===== config.mk =====
export PLATFORM = sky130hd
export DESIGN_NAME = mdu_seq
export DESIGN_NICKNAME = d
export VERILOG_FILES = /design/src/rtl/decoder_pkg.sv /design/src/rtl/mdu_sign_fix.sv /design/src/rtl/mdu_seq.sv
export SDC_FILE = /design/constraint.sdc
export NUM_CORES = 1
export LEC_CHECK = 0
export BUFFER_PORTS_ARGS = -buffer_cell sky130_fd_sc_hd__buf_2
export CAP_MARGIN = 10
export CORE_MARGIN = 2
export CORE_UTILIZATION = 53
export DETAILED_ROUTE_END_ITERATION = 8
export PLACE_DENSITY = 0.75
export SLEW_MARGIN = 20
export SYNTH_ARGS = -nofsm -noshare
export SYNTH_HDL_FRONTEND = slang
export SYNTH_SLANG_ARGS = --single-unit

===== constraint.sdc =====
create_clock -name clk -period 3.7 [get_ports clk]
set_clock_uncertainty 0.05 [all_clocks]
set_input_delay 0.37 -clock clk [delete_from_list [all_inputs] [get_ports clk]]
set_output_delay 0.37 -clock clk [all_outputs]
set_load 0.03 [all_outputs]

===== src/rtl/decoder_pkg.sv =====
// -----------------------------------------------------------------------------
// decoder_pkg
// Shared decode types for the execute stage:
//   alu_op_t    - operation select of the core's single-cycle ALU
//   mdu_op_t    - RV32M operation select (encoding follows funct3)
//   mdu_state_t - state encoding of the iterative multiply/divide sequencer
//   MDU_ITER    - number of shift/add (or shift/subtract) iterations
// Small decode helpers for mdu_op_t live here so every user agrees on them.
// -----------------------------------------------------------------------------
package decoder_pkg;

    typedef enum logic [3:0] {
        ALU_ADD  = 4'd0,
        ALU_SLL  = 4'd1,
        ALU_SLT  = 4'd2,
        ALU_SLTU = 4'd3,
        ALU_XOR  = 4'd4,
        ALU_SRL  = 4'd5,
        ALU_SRA  = 4'd6,
        ALU_OR   = 4'd7,
        ALU_AND  = 4'd8
    } alu_op_t;

    typedef enum logic [2:0] {
        MDU_MUL    = 3'd0,
        MDU_MULH   = 3'd1,
        MDU_MULHSU = 3'd2,
        MDU_MULHU  = 3'd3,
        MDU_DIV    = 3'd4,
        MDU_DIVU   = 3'd5,
        MDU_REM    = 3'd6,
        MDU_REMU   = 3'd7
    } mdu_op_t;

    typedef enum logic [1:0] {
        MDU_IDLE = 2'd0,
        MDU_CALC = 2'd1,
        MDU_FIX  = 2'd2,
        MDU_DONE = 2'd3
    } mdu_state_t;

    // Iteration count; the 5-bit step counter runs 0 .. MDU_ITER-1.
    localparam int unsigned MDU_ITER     = 32;
    localparam logic [4:0]  MDU_CNT_LAST = 5'(MDU_ITER - 1);

    function automatic logic mdu_is_div(input mdu_op_t op);
        return op[2];
    endfunction

    function automatic logic mdu_is_rem(input mdu_op_t op);
        return op[2] & op[1];
    endfunction

    // rs1 is treated as signed by MULH, MULHSU, DIV and REM.
    function automatic logic mdu_rs1_signed(input mdu_op_t op);
        return (op == MDU_MULH) || (op == MDU_MULHSU) || (op == MDU_DIV) || (op == MDU_REM);
    endfunction

    // rs2 is treated as signed by MULH, DIV and REM.
    function automatic logic mdu_rs2_signed(input mdu_op_t op);
        return (op == MDU_MULH) || (op == MDU_DIV) || (op == MDU_REM);
    endfunction

endpackage


===== src/rtl/mdu_sign_fix.sv =====
// -----------------------------------------------------------------------------
// mdu_sign_fix
// Combinational conditional two's-complement of a 32-bit word.
//   value_i : input word
//   neg_i   : 1 = output ~value_i + cin_i, 0 = pass value_i through
//   cin_i   : increment applied when negating (1 for a plain negate/abs;
//             the borrow from the low word when negating the high half of
//             a 64-bit product)
//   value_o : result
// -----------------------------------------------------------------------------
module mdu_sign_fix (
    input  logic [31:0] value_i,
    input  logic        neg_i,
    input  logic        cin_i,
    output logic [31:0] value_o
);

    // Invert-and-increment when negation is requested.
    always_comb begin
        if (neg_i) begin
            value_o = ~value_i + {31'd0, cin_i};
        end else begin
            value_o = value_i;
        end
    end

endmodule


===== src/rtl/mdu_seq.sv =====
// -----------------------------------------------------------------------------
// mdu_seq
// Iterative RV32M multiply/divide sequencer. Borrows the core's shared
// single-cycle ALU for its per-bit add/subtract while in CALC (alu_own=1).
//   clk, reset     : rising-edge clock, asynchronous active-low reset
//   start, kill    : request (sampled in IDLE only) / synchronous abort
//   op, rs1, rs2   : operation and operands, latched on the accepted start
//   busy, done     : not-IDLE flag / one-cycle completion pulse
//   result         : final value, held until the next done
//   alu_own        : ALU inputs are driven by this block
//   alu_a, alu_b, alu_sub_arith, alu_op : ALU drive
//   alu_res        : ALU result, consumed in the same cycle
// Optional feature: define MDU_EARLY_OUT_EN to skip CALC for divide by zero,
// signed divide overflow, and multiplies with a zero operand.
// -----------------------------------------------------------------------------
module mdu_seq
    import decoder_pkg::*;
(
    input  logic        clk,
    input  logic        reset,
    input  logic        start,
    input  logic        kill,
    input  mdu_op_t     op,
    input  logic [31:0] rs1,
    input  logic [31:0] rs2,
    output logic        busy,
    output logic        done,
    output logic [31:0] result,
    output logic        alu_own,
    output logic [31:0] alu_a,
    output logic [31:0] alu_b,
    output logic        alu_sub_arith,
    output alu_op_t     alu_op,
    input  logic [31:0] alu_res
);

    mdu_state_t  state_q, state_d;
    mdu_op_t     op_q, op_d;
    logic [31:0] acc_hi_q, acc_hi_d;   // product high word / partial remainder
    logic [31:0] acc_lo_q, acc_lo_d;   // multiplier->product low / dividend->quotient
    logic [31:0] mcand_q, mcand_d;     // multiplicand / divisor (absolute value)
    logic [31:0] rs1_q, rs1_d;         // raw rs1, returned as remainder on divide by zero
    logic        neg_q, neg_d;
    logic        dz_q, dz_d;
    logic        ovf_q, ovf_d;
    logic [4:0]  cnt_q, cnt_d;
    logic [31:0] result_q, result_d;

    logic        rs1_neg_s, rs2_neg_s;
    logic [31:0] rs1_abs_s, rs2_abs_s;
    logic        ovf_start_s, early_s;
    logic [31:0] rem_shift_s;
    logic [31:0] fix_word_s, fix_neg_s, fix_result_s;
    logic        fix_cin_s;
    logic        carry_s, borrow_s, take_s;

    assign rs1_neg_s   = mdu_rs1_signed(op) & rs1[31];
    assign rs2_neg_s   = mdu_rs2_signed(op) & rs2[31];
    assign ovf_start_s = ((op == MDU_DIV) || (op == MDU_REM)) &&
                         (rs1 == 32'h8000_0000) && (rs2 == 32'hFFFF_FFFF);

`ifdef MDU_EARLY_OUT_EN
    assign early_s = mdu_is_div(op) ? ((rs2 == 32'd0) || ovf_start_s)
                                    : ((rs1 == 32'd0) || (rs2 == 32'd0));
`else
    assign early_s = 1'b0;
`endif

    mdu_sign_fix u_abs_rs1 (.value_i(rs1), .neg_i(rs1_neg_s), .cin_i(1'b1), .value_o(rs1_abs_s));
    mdu_sign_fix u_abs_rs2 (.value_i(rs2), .neg_i(rs2_neg_s), .cin_i(1'b1), .value_o(rs2_abs_s));

    // Shifted partial remainder R' (low 32 bits); R[31] is the 33rd bit.
    assign rem_shift_s = {acc_hi_q[30:0], acc_lo_q[31]};

    // Select the word to return and its negate carry-in.
    always_comb begin
        if (mdu_is_div(op_q)) begin
            fix_word_s = mdu_is_rem(op_q) ? acc_hi_q : acc_lo_q;
            fix_cin_s  = 1'b1;
        end else if (op_q == MDU_MUL) begin
            fix_word_s = acc_lo_q;
            fix_cin_s  = 1'b1;
        end else begin
            // High half of a negated 64-bit product: the +1 only ripples
            // into the high word when the low word is zero.
            fix_word_s = acc_hi_q;
            fix_cin_s  = (acc_lo_q == 32'd0);
        end
    end

    mdu_sign_fix u_fix (.value_i(fix_word_s), .neg_i(neg_q), .cin_i(fix_cin_s), .value_o(fix_neg_s));

    // RISC-V divide-by-zero and signed-overflow results override the datapath.
    always_comb begin
        if (mdu_is_div(op_q) && dz_q) begin
            fix_result_s = mdu_is_rem(op_q) ? rs1_q : 32'hFFFF_FFFF;
        end else if (ovf_q) begin
            fix_result_s = mdu_is_rem(op_q) ? 32'd0 : 32'h8000_0000;
        end else begin
            fix_result_s = fix_neg_s;
        end
    end

    // ALU drive: iteration operands in CALC, idle values otherwise.
    always_comb begin
        alu_a         = 32'd0;
        alu_b         = 32'd0;
        alu_sub_arith = 1'b0;
        alu_op        = ALU_ADD;
        if (state_q == MDU_CALC) begin
            if (mdu_is_div(op_q)) begin
                alu_a         = rem_shift_s;
                alu_b         = mcand_q;
                alu_sub_arith = 1'b1;
            end else begin
                // A zero multiplier bit still adds, just with b = 0.
                alu_a = acc_hi_q;
                alu_b = acc_lo_q[0] ? mcand_q : 32'd0;
            end
        end else begin
            alu_a         = 32'd0;
            alu_b         = 32'd0;
            alu_sub_arith = 1'b0;
        end
    end

    assign carry_s  = (alu_res < alu_b);
    assign borrow_s = (alu_res > alu_a);
    assign take_s   = acc_hi_q[31] | ~borrow_s;

    // Next-state and datapath update.
    always_comb begin
        state_d  = state_q;
        op_d     = op_q;
        acc_hi_d = acc_hi_q;
        acc_lo_d = acc_lo_q;
        mcand_d  = mcand_q;
        rs1_d    = rs1_q;
        neg_d    = neg_q;
        dz_d     = dz_q;
        ovf_d    = ovf_q;
        cnt_d    = cnt_q;
        result_d = result_q;
        if (kill) begin
            state_d = MDU_IDLE;
        end else begin
            case (state_q)
                MDU_IDLE: begin
                    if (start) begin
                        op_d     = op;
                        acc_hi_d = 32'd0;
                        mcand_d  = mdu_is_div(op) ? rs2_abs_s : rs1_abs_s;
                        acc_lo_d = mdu_is_div(op) ? rs1_abs_s : rs2_abs_s;
                        rs1_d    = rs1;
                        // The remainder follows rs1; everything else uses the xor.
                        neg_d    = mdu_is_rem(op) ? rs1_neg_s : (rs1_neg_s ^ rs2_neg_s);
                        dz_d     = (rs2 == 32'd0);
                        ovf_d    = ovf_start_s;
                        cnt_d    = 5'd0;
                        if (early_s) begin
                            state_d = MDU_FIX;
                            // Zero product when a multiply skips CALC.
                            if (!mdu_is_div(op)) begin
                                acc_lo_d = 32'd0;
                            end else begin
                                acc_lo_d = rs1_abs_s;
                            end
                        end else begin
                            state_d = MDU_CALC;
                        end
                    end else begin
                        state_d = MDU_IDLE;
                    end
                end
                MDU_CALC: begin
                    if (mdu_is_div(op_q)) begin
                        acc_hi_d = take_s ? alu_res : rem_shift_s;
                        acc_lo_d = {acc_lo_q[30:0], take_s};
                    end else begin
                        acc_hi_d = {carry_s, alu_res[31:1]};
                        acc_lo_d = {alu_res[0], acc_lo_q[31:1]};
                    end
                    cnt_d   = cnt_q + 5'd1;
                    state_d = (cnt_q == MDU_CNT_LAST) ? MDU_FIX : MDU_CALC;
                end
                MDU_FIX: begin
                    result_d = fix_result_s;
                    state_d  = MDU_DONE;
                end
                MDU_DONE: begin
                    state_d = MDU_IDLE;
                end
                default: begin
                    state_d = MDU_IDLE;
                end
            endcase
        end
    end

    // State and datapath registers.
    always_ff @(posedge clk or negedge reset) begin
        if (!reset) begin
            state_q  <= MDU_IDLE;
            op_q     <= MDU_MUL;
            acc_hi_q <= 32'd0;
            acc_lo_q <= 32'd0;
            mcand_q  <= 32'd0;
            rs1_q    <= 32'd0;
            neg_q    <= 1'b0;
            dz_q     <= 1'b0;
            ovf_q    <= 1'b0;
            cnt_q    <= 5'd0;
            result_q <= 32'd0;
        end else begin
            state_q  <= state_d;
            op_q     <= op_d;
            acc_hi_q <= acc_hi_d;
            acc_lo_q <= acc_lo_d;
            mcand_q  <= mcand_d;
            rs1_q    <= rs1_d;
            neg_q    <= neg_d;
            dz_q     <= dz_d;
            ovf_q    <= ovf_d;
            cnt_q    <= cnt_d;
            result_q <= result_d;
        end
    end

    assign busy    = (state_q != MDU_IDLE);
    assign done    = (state_q == MDU_DONE);
    assign alu_own = (state_q == MDU_CALC);
    assign result  = result_q;

endmodule


Yosys cells after proc, flatten, opt, wreduce, memory -nomap -nowiden
Index checks and enable logic that the tools add are counted.
{ "word_totals": {"ff_bits": 173, "inputBits": 103, "word_cells": 92} }
{ "op_classes": {"addsub": 4, "n_lt_le_gt_ge": 2, "eq_ne": 11, "n_mux": 35, "bitwise": 11, "reduce_logical": 18} }
{ "op_table": {"columns": ["cell", "n"], "rows": [
  ["32-bit 2-to-1 mux", 22],
  ["32-bit one-hot mux with 2 select lines", 2],
  ["32-bit inverter", 3],
  ["32-bit by 1-bit adder with 32-bit output, second input constant", 2],
  ["32-bit equality test, second input constant", 2],
  ["32-bit zero test", 2],
  ["32-bit by 1-bit adder with 32-bit output", 1],
  ["32-bit > comparator", 1],
  ["32-bit less-than comparator", 1],
  ["5-bit one-hot mux with 2 select lines", 1],
  ["2-bit one-hot mux with 4 select lines", 1],
  ["3-bit equality test, second input constant", 2],
  ["1-bit logical OR", 6],
  ["1-bit 2-to-1 mux", 6],
  ["3-bit AND reduction", 2],
  ["5-bit by 1-bit adder with 5-bit output, second input constant", 1],
  ["5-bit equality test, second input constant", 1],
  ["5-bit 2-to-1 mux", 1],
  ["1-bit bitwise AND", 4],
  ["2-bit equality test, second input constant", 2],
  ["2-bit 2-to-1 mux", 2],
  ["2-bit nonzero test", 2],
  ["3-bit by 1-bit equality test with 1-bit output, second input constant", 1],
  ["3-bit by 2-bit equality test with 1-bit output, second input constant", 1],
  ["9 further kinds", 12]
]} }

Longest topological paths before layout
{ "logic_depth": {"ltp_word": 9, "ltp_mapped": 16, "ltp_nobuf": 12} }

Modules after synthesis
From an unflattened synthesis, not the netlist that was laid out.
{ "hier_totals": {"cells_unflattened": 1693, "area_unflattened_um2": 14191.1} }
{ "modules_own_cells": {"columns": ["module", "instances", "cells_each", "area_each_um2"], "rows": [
  ["mdu_seq", 1, 1372, 11738.8],
  ["mdu_sign_fix (u_abs_rs2 ...)", 2, 110, 850.8],
  ["mdu_sign_fix (u_abs_rs1)", 1, 101, 750.7]
]} }

Worst setup path after synthesis
OpenSTA, ideal clock, no wires.
{ "synth_path": {"kind": "flip-flop to flip-flop", "start": "register op_q[2]", "end": "register acc_hi_q[2]", "setup_time_ns": 0.083, "arrival_time_ns": 3.631, "t_required_ns": 3.567, "path_slack_ns": -0.063, "stages_incl_launch_ff": 16, "path_buffers": 5, "synth_period_minus_slack_ns": 3.763, "cell_sequence": "dfrtp_1 -> buf_2 -> buf_1 -> buf_1 -> clkbuf_1 -> mux2i_1 -> nor2_1 -> ha_1 -> nand2b_1 -> a21oi_1 -> o21ai_0 -> a31oi_1 -> o211ai_1 -> clkbuf_1 -> o221ai_1 -> o21ai_0"} }
{ "synth_via": {"elab_chain_cells": 8} }
{ "synth_rtl": {"columns": ["item", "line", "source"], "rows": [
  ["start, declared", "mdu_seq.sv:38", "mdu_op_t op_q, op_d;"],
  ["start signal, assigned", "mdu_seq.sv:216", "op_q <= op_d;"],
  ["32-bit 2-to-1 mux", "mdu_seq.sv:111", "if (mdu_is_div(op_q)) begin"],
  ["32-bit 2-to-1 mux", "mdu_seq.sv:110", "if (state_q == MDU_CALC) begin"],
  ["named net alu_a[0]", "mdu_seq.sv:30", "output logic [31:0] alu_a,"],
  ["32-bit > comparator", "mdu_seq.sv:128", "assign borrow_s = (alu_res > alu_a);"],
  ["1-bit inverter", "mdu_seq.sv:129", "assign take_s = acc_hi_q[31] | ~borrow_s;"],
  ["1-bit bitwise OR", "mdu_seq.sv:129", null],
  ["32-bit 2-to-1 mux", "mdu_seq.sv:177", "acc_hi_d = take_s ? alu_res : rem_shift_s;"],
  ["32-bit 2-to-1 mux", "mdu_seq.sv:176", "if (mdu_is_div(op_q)) begin"],
  ["32-bit one-hot mux with 2 select lines", "mdu_seq.sv:147", "case (state_q)"],
  ["end signal, assigned", "mdu_seq.sv:217", "acc_hi_q <= acc_hi_d;"],
  ["end, declared", "mdu_seq.sv:39", "logic [31:0] acc_hi_q, acc_hi_d;"]
]} }
The timed path passes the listed nets, and every way through them passes these cells.
A chain may end at the register's enable or synchronous reset.

Final worst setup path
{ "layout_path": {"start": "register state_q[1]", "end": "register acc_hi_q[14]"} }
{ "layout_via": {"elab_chain_cells": 8, "elab_cells_between_ends": 12, "cone_classes": "order compare: 1; eq/ne: 2; mux: 4; bitwise: 2; reduce/logical: 3"} }
{ "layout_rtl": {"columns": ["item", "line", "source"], "rows": [
  ["start, declared", "mdu_seq.sv:37", "mdu_state_t state_q, state_d;"],
  ["start signal, assigned", "mdu_seq.sv:215", "state_q <= state_d;"],
  ["2-bit by 1-bit equality test with 1-bit output", "mdu_seq.sv:110, mdu_seq.sv:147", null],
  ["32-bit 2-to-1 mux", "mdu_seq.sv:110", null],
  ["32-bit > comparator", "mdu_seq.sv:128", null],
  ["1-bit inverter", "mdu_seq.sv:129", null],
  ["1-bit bitwise OR", "mdu_seq.sv:129", null],
  ["32-bit 2-to-1 mux", "mdu_seq.sv:177", null],
  ["32-bit 2-to-1 mux", "mdu_seq.sv:176", null],
  ["32-bit one-hot mux with 2 select lines", "mdu_seq.sv:147", null]
]} }
Several ways; a longest one is shown, not always the timed one.

==> flow_summary.toml <==
[outcome]
status = "complete, no violations"

[drt]
detail-route-antenna-nets = 0
vias = 14000
routed.top_layer = "met4"
drtIter0Drc = 1599
met3WireLength_mm = 4.57
route.met2.wl_mm = 22.1
wirelength_mm = 49.0
dr.pass1.iters = 6
vias_per_cell = 6.31
m1WireLength_mm = 19.7
drc = 0
wl_per_cell_um = 22.1

[clocking]
cts_root_buffer = "clkbuf_16"
clk_pin_slew_worst_paths_ps = 80
h-tree-depth = 4
cts_tree = "yes"
cts_max_path_buffers = 2
clk_latency_ps = 450
numCtsBuffers = 17
clock_sinks = 173

[placed_design]
dp_hpwl_mm = 37.7
port-buffer-count = 202
place_ws_ps = 147
gp_congestion = 0.982

[worst_setup_path]
arrival_ps = 3770
crit_chain = "nand2b_1 > inv_4 > nand2_1 > ha_1 > nand4_1 > nor2_1 > o311a_1 > or2_2 > o211ai_1 > buf_4 > o221ai_1 > o21ai_0"
cp_slowest_cell = "dfrtp_1"
end_kind = "flop"
reg2reg_depth = 12
r2r-start = "state_q[1]"
crit_required_ps = 3990
path_delay_family = "compound AO/OA/AOI/OAI gates"
r2r_end = "acc_hi_q[14]"
rrSetupSlack_ps = 220
worstSetupStartpoint = "state_q[1]"
critPathBufInv = 2
crit_path_start_kind = "flop"
crit_path_max_incr_delay_ps = 420
worst-setup-path-type = "flop to flop"
worst-path-stages = 12
cp_max_fo = 34

[global_routing]
grt_pass1_vias = 13100
grt_max_degree = 80
antenna_found_initial = 0
grt_overflow = 0
grt_pass1_wl_mm = 74.3
gr-usage-all-layers_pct = 36.1

[final_layout]
fin_nets = 2049
drive_above_1_share_pct = 19.6
layout.cells.most_common = "nand2_1"
areaGrowthSynthToFinish_pct = 15.0
layout_common_cells = "316 x nand2_1, 201 x buf_2, 172 x dfrtp_1"
diodes = 0

[power_and_ir_drop]
clock_power_share_pct = 23.6
power.density_mw_per_mm2 = 475
combPwrFrac_pct = 40.3
leakage_nw = 7.44
p_switching_mw = 3.20
peakVddDrop_v = 0.000388
swShare_pct = 43.2
pwr-share-seq_pct = 36.1
intPower_mw = 4.21

[yosys]
post_synth.cell_area_avg_um2 = 7.97
synth_area_mm2 = 0.0136
synth-seq-cells = 173
synth_cell_type_count = 77
ys_seq_area_share_pct = 31.9
ys_warn_count = 0
synthCells = 1705
ys.flop_type = "dfrtp_1"
synth-edff-count = 0
synth_async_sr_flop_share_pct = 100

[hold_path]
hold_start = "rs1[3]"
hold_depth = 3
min_to = "rs1_q[3]"
hold_path.class = "input pin to flop"

[sta]
tightest_slew_ps = 878
min_period_ps = 3480
drv_slew = 0
period_share_pct = 94.0
max_slew_margin_pct = 41.4
rsz0062_at_grt = "no"
setup-violations-final = 0
hold_viol = 0
max_freq_mhz = 288
tns_ps = 0
setup_slack_ps = 223

[floorplanning]
ioPinCount = 207
core_mm2 = 0.0252
fp.dieH_um = 164
die-area_mm2 = 0.0269
initial_core_util_pct = 54.0
die-width_um = 164
rows = 58

[flow_run]
max-cap-violations = 0
-- cell usage after synthesis, drive strengths merged (28+ instances only) --
master,count,share of area (%)
a21oi,96,3.5
buf,28,1.2
clkbuf,81,2.2
dfrtp,173,32
ha,70,6.4
inv,80,2.2
mux2,41,3.4
mux2i,71,5.2
nand2,317,8.8
nor2,145,4.0
nor3,49,1.9
o21ai,168,6.2
o221ai,63,4.1
xnor2,50,3.2
xor2,38,2.4
-- how the worst max path moves through the flow --
stage,to,slack [ps]
after floorplan,acc_hi_q[2],100
after global placement,result[26],250
after detailed placement,acc_hi_q[14],150
after CTS,acc_hi_q[14],130
after global routing,result[26],40
final,acc_hi_q[14],220
-- final cells by class --
cell class / count / area, um^2
clock buffers: 18 / 429
flip-flops and latches: 173 / 4330
clock inverters: 14 / 131
multi-input cells: 1343 / 8520
inverters: 81 / 307
well taps: 330 / 413
repair buffers: 260 / 1490
fillers: 2283 / 9560
-- stage by stage --
step | power [mW] | util [%] | instance area, um^2 | hold slack [ps] | cells
after CTS | 7.32 | 61.9 | 15600 | 116 | 2218
final | 7.42 | 62.0 | 15600 | 117 | 2219
after global placement | 5.52 | 59.6 | 15000 | 342 | 2185
after floorplan | 4.47 | - | 13600 | 24.4 | 1708
after detailed placement | 5.59 | 59.6 | 15000 | 343 | 2185
after global routing | 7.76 | 62.0 | 15600 | 120 | 2219
-- cell families (layout without fill, tap and decap cells) --
group                      Yosys count  in the layout  share of synthesized area, %
and+or+nand+nor                    630            630                          20.9
xor gates and xnor gates            88             88                          5.67
buffers and inverters              192            373                          5.83
other                                1              4                        0.0276
DFF                                173            173                          31.9
muxes                              112            112                          8.63
AOI/OAI and AO/OA                  439            439                          20.6
adders and majority gates           70             70                          6.45
-- state kept, by name, indices dropped and copies added (netlist names) --
| name | flops |
|---|---|
| acc_hi_q | 32 |
| neg_q | 1 |
| mcand_q | 32 |
| state_q | 2 |
| result | 32 |
| cnt_q | 5 |
| op_q | 3 |
| ovf_q | 1 |
| rs1_q | 32 |
| dz_q | 1 |
| acc_lo_q | 32 |
-- power groups by stage --
stage / Clock (mW) / Combinational (mW) / Sequential (mW)
finish: 1.75 / 2.99 / 2.68
global route: 1.84 / 3.22 / 2.71
CTS: 1.75 / 2.91 / 2.66
detailed placement: 0 / 2.89 / 2.69
global placement: 0 / 2.84 / 2.68
floorplan: 0 / 1.88 / 2.58
-- worst register-to-register path: cells and delay by family (launching register included) --
family | cells | cell delay (ps)
AOI/OAI and AO/OA | 4 | 960
buffers and inverters | 2 | 640
DFF | 1 | 420
adders and majority gates | 1 | 350
and+or+nand+nor | 5 | 980
-- routing by layer --
layer	track usage, %	up-vias
met5	0	-
met4	18.6	0
met3	6.49	132
met2	55.2	800
met1	48.8	6649
li1	-	6426
-- timing repair --
| item | 4_1_cts | 5_1_grt |
|---|---|---|
| setup buffers | 0 | 1 |
| setup endpoints to repair | 0 | 39 |
| endpoints found under the hold margin | 62 | 0 |
| gates resized for setup | 0 | 4 |
| hold buffers | 1 | 0 |
(Power assumes the default switching activity.)
